--- config.mk ---
export PLATFORM = sky130hd
export DESIGN_NAME = roi_scan_ctrl
export DESIGN_NICKNAME = d
export VERILOG_FILES = /design/src/rtl/roi_scan_ctrl.sv
export SDC_FILE = /design/constraint.sdc
export NUM_CORES = 2
export LEC_CHECK = 0
export BUFFER_PORTS_ARGS = -buffer_cell sky130_fd_sc_hd__buf_2
export CAP_MARGIN = 20
export CORE_UTILIZATION = 60
export CTS_CLUSTER_DIAMETER = 150
export DETAILED_ROUTE_END_ITERATION = 10
export PLACE_DENSITY_LB_ADDON = 0.05
export SLEW_MARGIN = 20
export SYNTH_ARGS = -nofsm -noshare
export SYNTH_HDL_FRONTEND = slang
export SYNTH_SLANG_ARGS = --single-unit
--- constraint.sdc ---
create_clock -name clk -period 4.72 [get_ports clk]
set_input_delay 0.472 -clock clk [delete_from_list [all_inputs] [get_ports clk]]
set_output_delay 0.472 -clock clk [all_outputs]
set_load 0.02 [all_outputs]
--- src/rtl/roi_scan_ctrl.sv ---
// Sequencer for the serial ROI harness: shifts a stimulus vector into di, issues the two
// latch/capture strobes, then deserialises do_ser into result.
module roi_scan_ctrl #(
  parameter int unsigned DIN_N      = 256,
  parameter int unsigned DOUT_N     = 256,
  parameter int unsigned SETTLE_CYC = 4,
  parameter int unsigned IO_LAT     = 0
) (
  input  logic              clk,
  input  logic              rst,
  input  logic              start,
  input  logic [DIN_N-1:0]  vec_in,
  output logic              di,
  output logic              stb,
  input  logic              do_ser,
  output logic              busy,
  output logic              done,
  output logic [DOUT_N-1:0] result
);

  localparam int unsigned MaxA   = (DIN_N > DOUT_N) ? DIN_N : DOUT_N;
  localparam int unsigned MaxB   = (SETTLE_CYC > IO_LAT) ? SETTLE_CYC : IO_LAT;
  localparam int unsigned MaxLen = (MaxA > MaxB) ? MaxA : MaxB;
  localparam int unsigned CntW   = $clog2(MaxLen + 1);

  typedef enum logic [3:0] {
    StIdle, StLoad, StStbA, StSettle, StReload, StStbB, StLat, StUnload, StDone
  } state_e;

  state_e           r_state, w_state_d;
  logic [CntW-1:0]  r_cnt, w_cnt_d, w_cnt_dec;
  logic [DIN_N-1:0] r_vsh, w_vsh_d;
  logic [DIN_N-1:0] r_sh, w_sh_d;
  logic             w_last;
  logic             w_di_d, w_stb_d, w_busy_d, w_done_d;

  assign w_last    = (r_cnt == CntW'(1));
  assign w_cnt_dec = r_cnt - CntW'(1);

  // State register; outputs are registered from the next-state decode so they align with state.
  always_ff @(posedge clk) begin
    if (rst) begin
      r_state <= StIdle;
      r_cnt   <= '0;
      r_vsh   <= '0;
      r_sh    <= '0;
      di      <= 1'b0;
      stb     <= 1'b0;
      busy    <= 1'b0;
      done    <= 1'b0;
      result  <= '0;
    end else begin
      r_state <= w_state_d;
      r_cnt   <= w_cnt_d;
      r_vsh   <= w_vsh_d;
      r_sh    <= w_sh_d;
      di      <= w_di_d;
      stb     <= w_stb_d;
      busy    <= w_busy_d;
      done    <= w_done_d;
      if (r_state == StUnload) begin
        result <= {result[DOUT_N-2:0], do_ser};
      end
    end
  end

  always_comb begin
    w_state_d = r_state;
    w_cnt_d   = r_cnt;
    w_vsh_d   = r_vsh;
    w_sh_d    = r_sh;
    unique case (r_state)
      StIdle: begin
        if (start) begin
          w_state_d = StLoad;
          w_cnt_d   = CntW'(DIN_N);
          w_vsh_d   = vec_in;
          w_sh_d    = vec_in;
        end
      end
      StLoad, StReload: begin
        w_sh_d = r_sh << 1;
        if (w_last) begin
          w_state_d = (r_state == StLoad) ? StStbA : StStbB;
          w_cnt_d   = '0;
        end else begin
          w_cnt_d = w_cnt_dec;
        end
      end
      StStbA: begin
        if (SETTLE_CYC != 0) begin
          w_state_d = StSettle;
          w_cnt_d   = CntW'(SETTLE_CYC);
        end else begin
          w_state_d = StReload;
          w_cnt_d   = CntW'(DIN_N);
          w_sh_d    = r_vsh;
        end
      end
      StSettle: begin
        if (w_last) begin
          // Harness din_shr was flushed with zeros; re-shift the shadow copy.
          w_state_d = StReload;
          w_cnt_d   = CntW'(DIN_N);
          w_sh_d    = r_vsh;
        end else begin
          w_cnt_d = w_cnt_dec;
        end
      end
      StStbB: begin
        if (IO_LAT != 0) begin
          w_state_d = StLat;
          w_cnt_d   = CntW'(IO_LAT);
        end else begin
          w_state_d = StUnload;
          w_cnt_d   = CntW'(DOUT_N);
        end
      end
      StLat: begin
        if (w_last) begin
          w_state_d = StUnload;
          w_cnt_d   = CntW'(DOUT_N);
        end else begin
          w_cnt_d = w_cnt_dec;
        end
      end
      StUnload: begin
        if (w_last) begin
          w_state_d = StDone;
          w_cnt_d   = '0;
        end else begin
          w_cnt_d = w_cnt_dec;
        end
      end
      StDone:  w_state_d = StIdle;
      default: w_state_d = StIdle;
    endcase
  end

  always_comb begin
    w_di_d   = 1'b0;
    w_stb_d  = 1'b0;
    w_busy_d = 1'b0;
    w_done_d = 1'b0;
    unique case (w_state_d)
      StLoad, StReload: begin
        w_di_d   = w_sh_d[DIN_N-1];
        w_busy_d = 1'b1;
      end
      StStbA, StStbB: begin
        w_stb_d  = 1'b1;
        w_busy_d = 1'b1;
      end
      StSettle, StLat, StUnload: w_busy_d = 1'b1;
      StDone:                    w_done_d = 1'b1;
      default:                   ;
    endcase
  end

endmodule

# After elaboration in Yosys (flattened, before gate mapping)
# Cells that the tools add are included.
# classes
addsub	1
n_eq_ne	18
mux	17
bitwise_logic	1
reduce_logical	13
# ops
op	n
one-hot mux 256 bit (3 select lines)	1
2-to-1 mux 256 bit	2
one-hot mux 9 bit (5 select lines)	1
== test 4 x 3 -> 1 bit, second input constant	8
one-hot mux 4 bit (7 select lines)	1
2-to-1 mux 9 bit	3
2-to-1 mux 4 bit	5
== test 4 x 2 -> 1 bit, second input constant	4
OR reduction 2 bit	5
== test 9 x 1 -> 1 bit, second input constant	1
subtractor 9 x 1 -> 9 bit, second input constant	1
== test 4 x 1 -> 1 bit, second input constant	2
OR reduction 7 bit	1
nonzero test 5 bit	1
== test 4 bit, second input constant	1
logical NOT 4 bit	1
inequality test 2 bit, second input constant	2
AND reduction 2 bit	2
2-to-1 mux 1 bit	3
2-to-1 mux 3 bit	1
AND reduction 3 bit	1
nonzero test 3 bit	1
OR reduction 3 bit	1
NOT 1 bit	1
# word_totals
regBits	785
in_bits	260
output_inout_bits	260
elab_cells	60

# Depth between registers and ports, before layout
# logic_depth
depth_word	8
ltp_mapped	9

# Worst setup path before layout
# No wires, ideal clock.
# synth_timing
path_type	reg2reg
from	register r_cnt[1]
to	register r_sh[204]
arrival_ps	1869
required_ps	4639
slack_ps	2771
stages_incl_launch_ff	10
n_path_buf	2
cell_sequence	dfxtp_1 inv_1 ha_1 nor2b_1 and3_1 o311ai_1 buf_2 buf_2 nand2_1 a41oi_1
# synth_via
elab_chain_len	3
# synth_rtl
element	line	text
start, declared	31	logic [CntW-1:0] r_cnt, w_cnt_d, w_cnt_dec;
start signal, assigned	54	r_cnt <= w_cnt_d;
== test 9 x 1 -> 1 bit	37	assign w_last = (r_cnt == CntW'(1));
inequality test 2 bit (no line)	-	
AND reduction 3 bit (no line)	-	
end signal, assigned	56	r_sh <= w_sh_d;
end, declared	33	logic [DIN_N-1:0] r_sh, w_sh_d;
# No other way between the ends.
# A chain may end at the register's enable or synchronous reset.

# Worst setup path in the final report
# layout_timing
from	register r_cnt[1]
to	register r_sh[64]
# Same word-level chain as after synthesis.

==> impl_metrics.toml <==
[clock_tree]
cts_root_buffer = "clkbuf_16"
cts_resized = 0
clk_latency_ns = 0.61
cts_hold_buffers = 0
clkSinkCount = 785
clk_pin_slew_worst_paths_ns = 0.06
clockBufferDepth = 3
cts_tree = "done"
cts_buffers = 77
htree_levels = 3
postCtsSetupBuffers = 0

[yosys]
synth-compound-area-share = 0.171
yosys.area.top_type = "dfxtp_1"
synth_ff_type = "dfxtp_1"
syn-instance-count = 3729
ys_async_sr_fraction = 0
synth-seq-cells = 785
ys_warn_count = 0
synth-simple-area-share = 0.242
synth.most_common_cell = "nand2_1"
synth_area_um2 = 29000
synthAdderAreaFrac = 0.000862
yosysSeqAreaShare = 0.541
netlist.area_leader.share = 0.541
ys_top_cells_by_count = "nand2_1 (1793), dfxtp_1 (785), a21oi_1 (517), a41oi_1 (254), clkbuf_1 (225)"
syn_avg_cell_area_um2 = 7.79
synthXorXnorAreaFrac = 0.00241
syn-num-nets = 3991
synth_enable_flop_cells = 0
synth_top_family_by_area = "simple AND/OR/NAND/NOR gates"
yosys-top-cells-area = "dfxtp_1 (54%), nand2_1 (23%), a21oi_1 (8.9%)"
synth_cell_types = 41
synthMuxAreaShare = 0.000345

[status]
status = "finished clean"

[pwr]
power.share.clock = 0.424
power.total_mw = 14.4
p_sw_frac = 0.240
leakage_nw = 12.5
peakVddDrop_mv = 0.298
power_frac_comb = 0.081
switching_power_mw = 3.46
p_seq_frac = 0.495
power.density_nw_per_um2 = 422
p_int_mw = 11.0

[floorplan]
die_height_um = 222
start_util = 0.608
row_count = 80
die_area_um2 = 49300
core-area_um2 = 47700
io_pins = 520
die_width_um = 222

[critical_path]
crit_fanout = 225
cp-start-kind = "flop"
crit_type = "flop to flop"
critical_path_required_ns = 5.22
cp.arrival_ns = 3.26
reg2reg_depth = 8
cp-end-kind = "flop"

[sta]
worst_slew_pin_slew_ns = 1.22
fin_crit_sh = 0.585
drv_slew = 0
finalCriticalPeriod_ns = 2.76
max-slew-margin-rel = 0.190
hold_viol_final = 0
setup_viol = 0
fin_tns_setup_ns = 0
rsz0062_at_grt = "no"
fmaxAchievable_ghz = 0.362
finalClockSkew_ns = 0.0208

[final_layout]
fin_area_um2 = 34200
drive_above_1_share = 0.162
layout.nets = 4323
syn2layout_area_growth_pct = 17.8

[global_route]
grt_start_max_net_pins = 226
gr-total-overflow = 0
grt_pass1_vias = 23483
antenna_found_initial = 30
grt_pass1_wl_um = 121000
grt_usage = 0.297

[route]
wl_um = 76200
wire_per_inst_um = 16.0
drc = 0
via_count = 26173
ant_nets = 0
drt_first_pass_iters = 5
initialDrtViolationCount = 2315
vias_per_cell = 5.51

[placed_design]
dp_hpwl_um = 45900
place_area_um2 = 31600
port_buffers = 519
place_congestion = 0.822

[hold_path]
worstHoldPathCells = 3
hp-class = "primary input to flop"

[run]
drv_cap = 0
[flip-flops by register name (all words and copies together), names as in the netlist]
signal   count
done         1
r_state      4
busy         1
r_vsh      256
di           1
result     256
r_cnt        9
stb          1
r_sh       256
[path summary, 6_finish.rpt]
path         startpoint        end  slack (ns)
min              do_ser  result[0]        0.11
min reg2reg   r_vsh[16]  r_vsh[16]        0.45
max            r_cnt[1]   r_sh[64]        1.96
max reg2reg    r_cnt[1]   r_sh[64]        1.96
[critical path, stage by stage, from the launching register on]
cell      delay [ns]
dfxtp_1         0.32
inv_1           0.07
ha_1            0.19
nor2b_1         0.15
and3_1          0.27
o311ai_4        0.31
buf_12          0.59
nand2_1         0.14
a41oi_1         0.26
[logic make-up (layout without fill, tap and decap cells)]
| group | after synthesis | after routing |
|---|---|---|
| flip-flops | 785 | 785 |
| multiplexers | 1 | 1 |
| other | 0 | 23 |
| AO/OA/AOI/OAI | 791 | 791 |
| AND/OR/NAND/NOR | 1847 | 1847 |
| adder cells (fa/ha/maj) | 2 | 2 |
| XOR/XNOR | 8 | 8 |
| buffers and inverters | 295 | 677 |
[through the flow]
stage | setup WS [ns] | util | cells | hold slack, ns
CTS | 1.89 | 0.715 | 4725 | 0.0784
floorplan | 2.77 | - | 3729 | 0.436
global route | 1.84 | 0.716 | 4743 | 0.0965
global placement | 2.04 | 0.663 | 4596 | 0.442
finish | 1.96 | 0.717 | 4749 | 0.107
detailed placement | 1.97 | 0.663 | 4596 | 0.447
[power by group through the flow]
| stage | clock (mW) | sequential, mW | combinational (mW) |
|---|---|---|---|
| 2_1_floorplan | 0 | 7.25 | 0.831 |
| 3_3_place_gp | 0 | 7.28 | 1.15 |
| 3_5_place_dp | 0 | 7.29 | 1.16 |
| 4_1_cts | 6.19 | 7.15 | 1.17 |
| 5_1_grt | 6.46 | 7.19 | 1.31 |
| 6_report | 6.12 | 7.15 | 1.17 |
[layer usage]
layer | vias to the layer above | wire [um] | track usage
li1 | 13070 | - | -
met1 | 12199 | 33000 | 0.389
met2 | 694 | 34500 | 0.452
met3 | 188 | 5590 | 0.0881
met4 | 22 | 2900 | 0.130
met5 | - | 115 | 0
[area by class of cell]
class | count | area, um^2
Timing Repair Buffer | 544 | 3000
Clock inverter | 17 | 219
Clock buffer | 112 | 2280
Multi-Input combinational cell | 2649 | 12200
Antenna cell | 23 | 57.6
Inverter | 4 | 15.0
Fill cell | 3975 | 13500
Tap cell | 615 | 769
Sequential cell | 785 | 15700
[cells in the final DEF, fill, tap and decap left out, types with 15 or more instances in the layout]
cell type  Yosys  final
buf_12         0     15
clkbuf_1     225     15
clkbuf_16      0     79
clkbuf_8       0     18
nand2_1     1793   1793
nor2_1        21     21
a21oi_1      517    517
dfxtp_1      785    785
buf_2         43    518
a41oi_1      254    254
diode_2        0     23
Note: power is estimated with default switching activity, not from simulation.
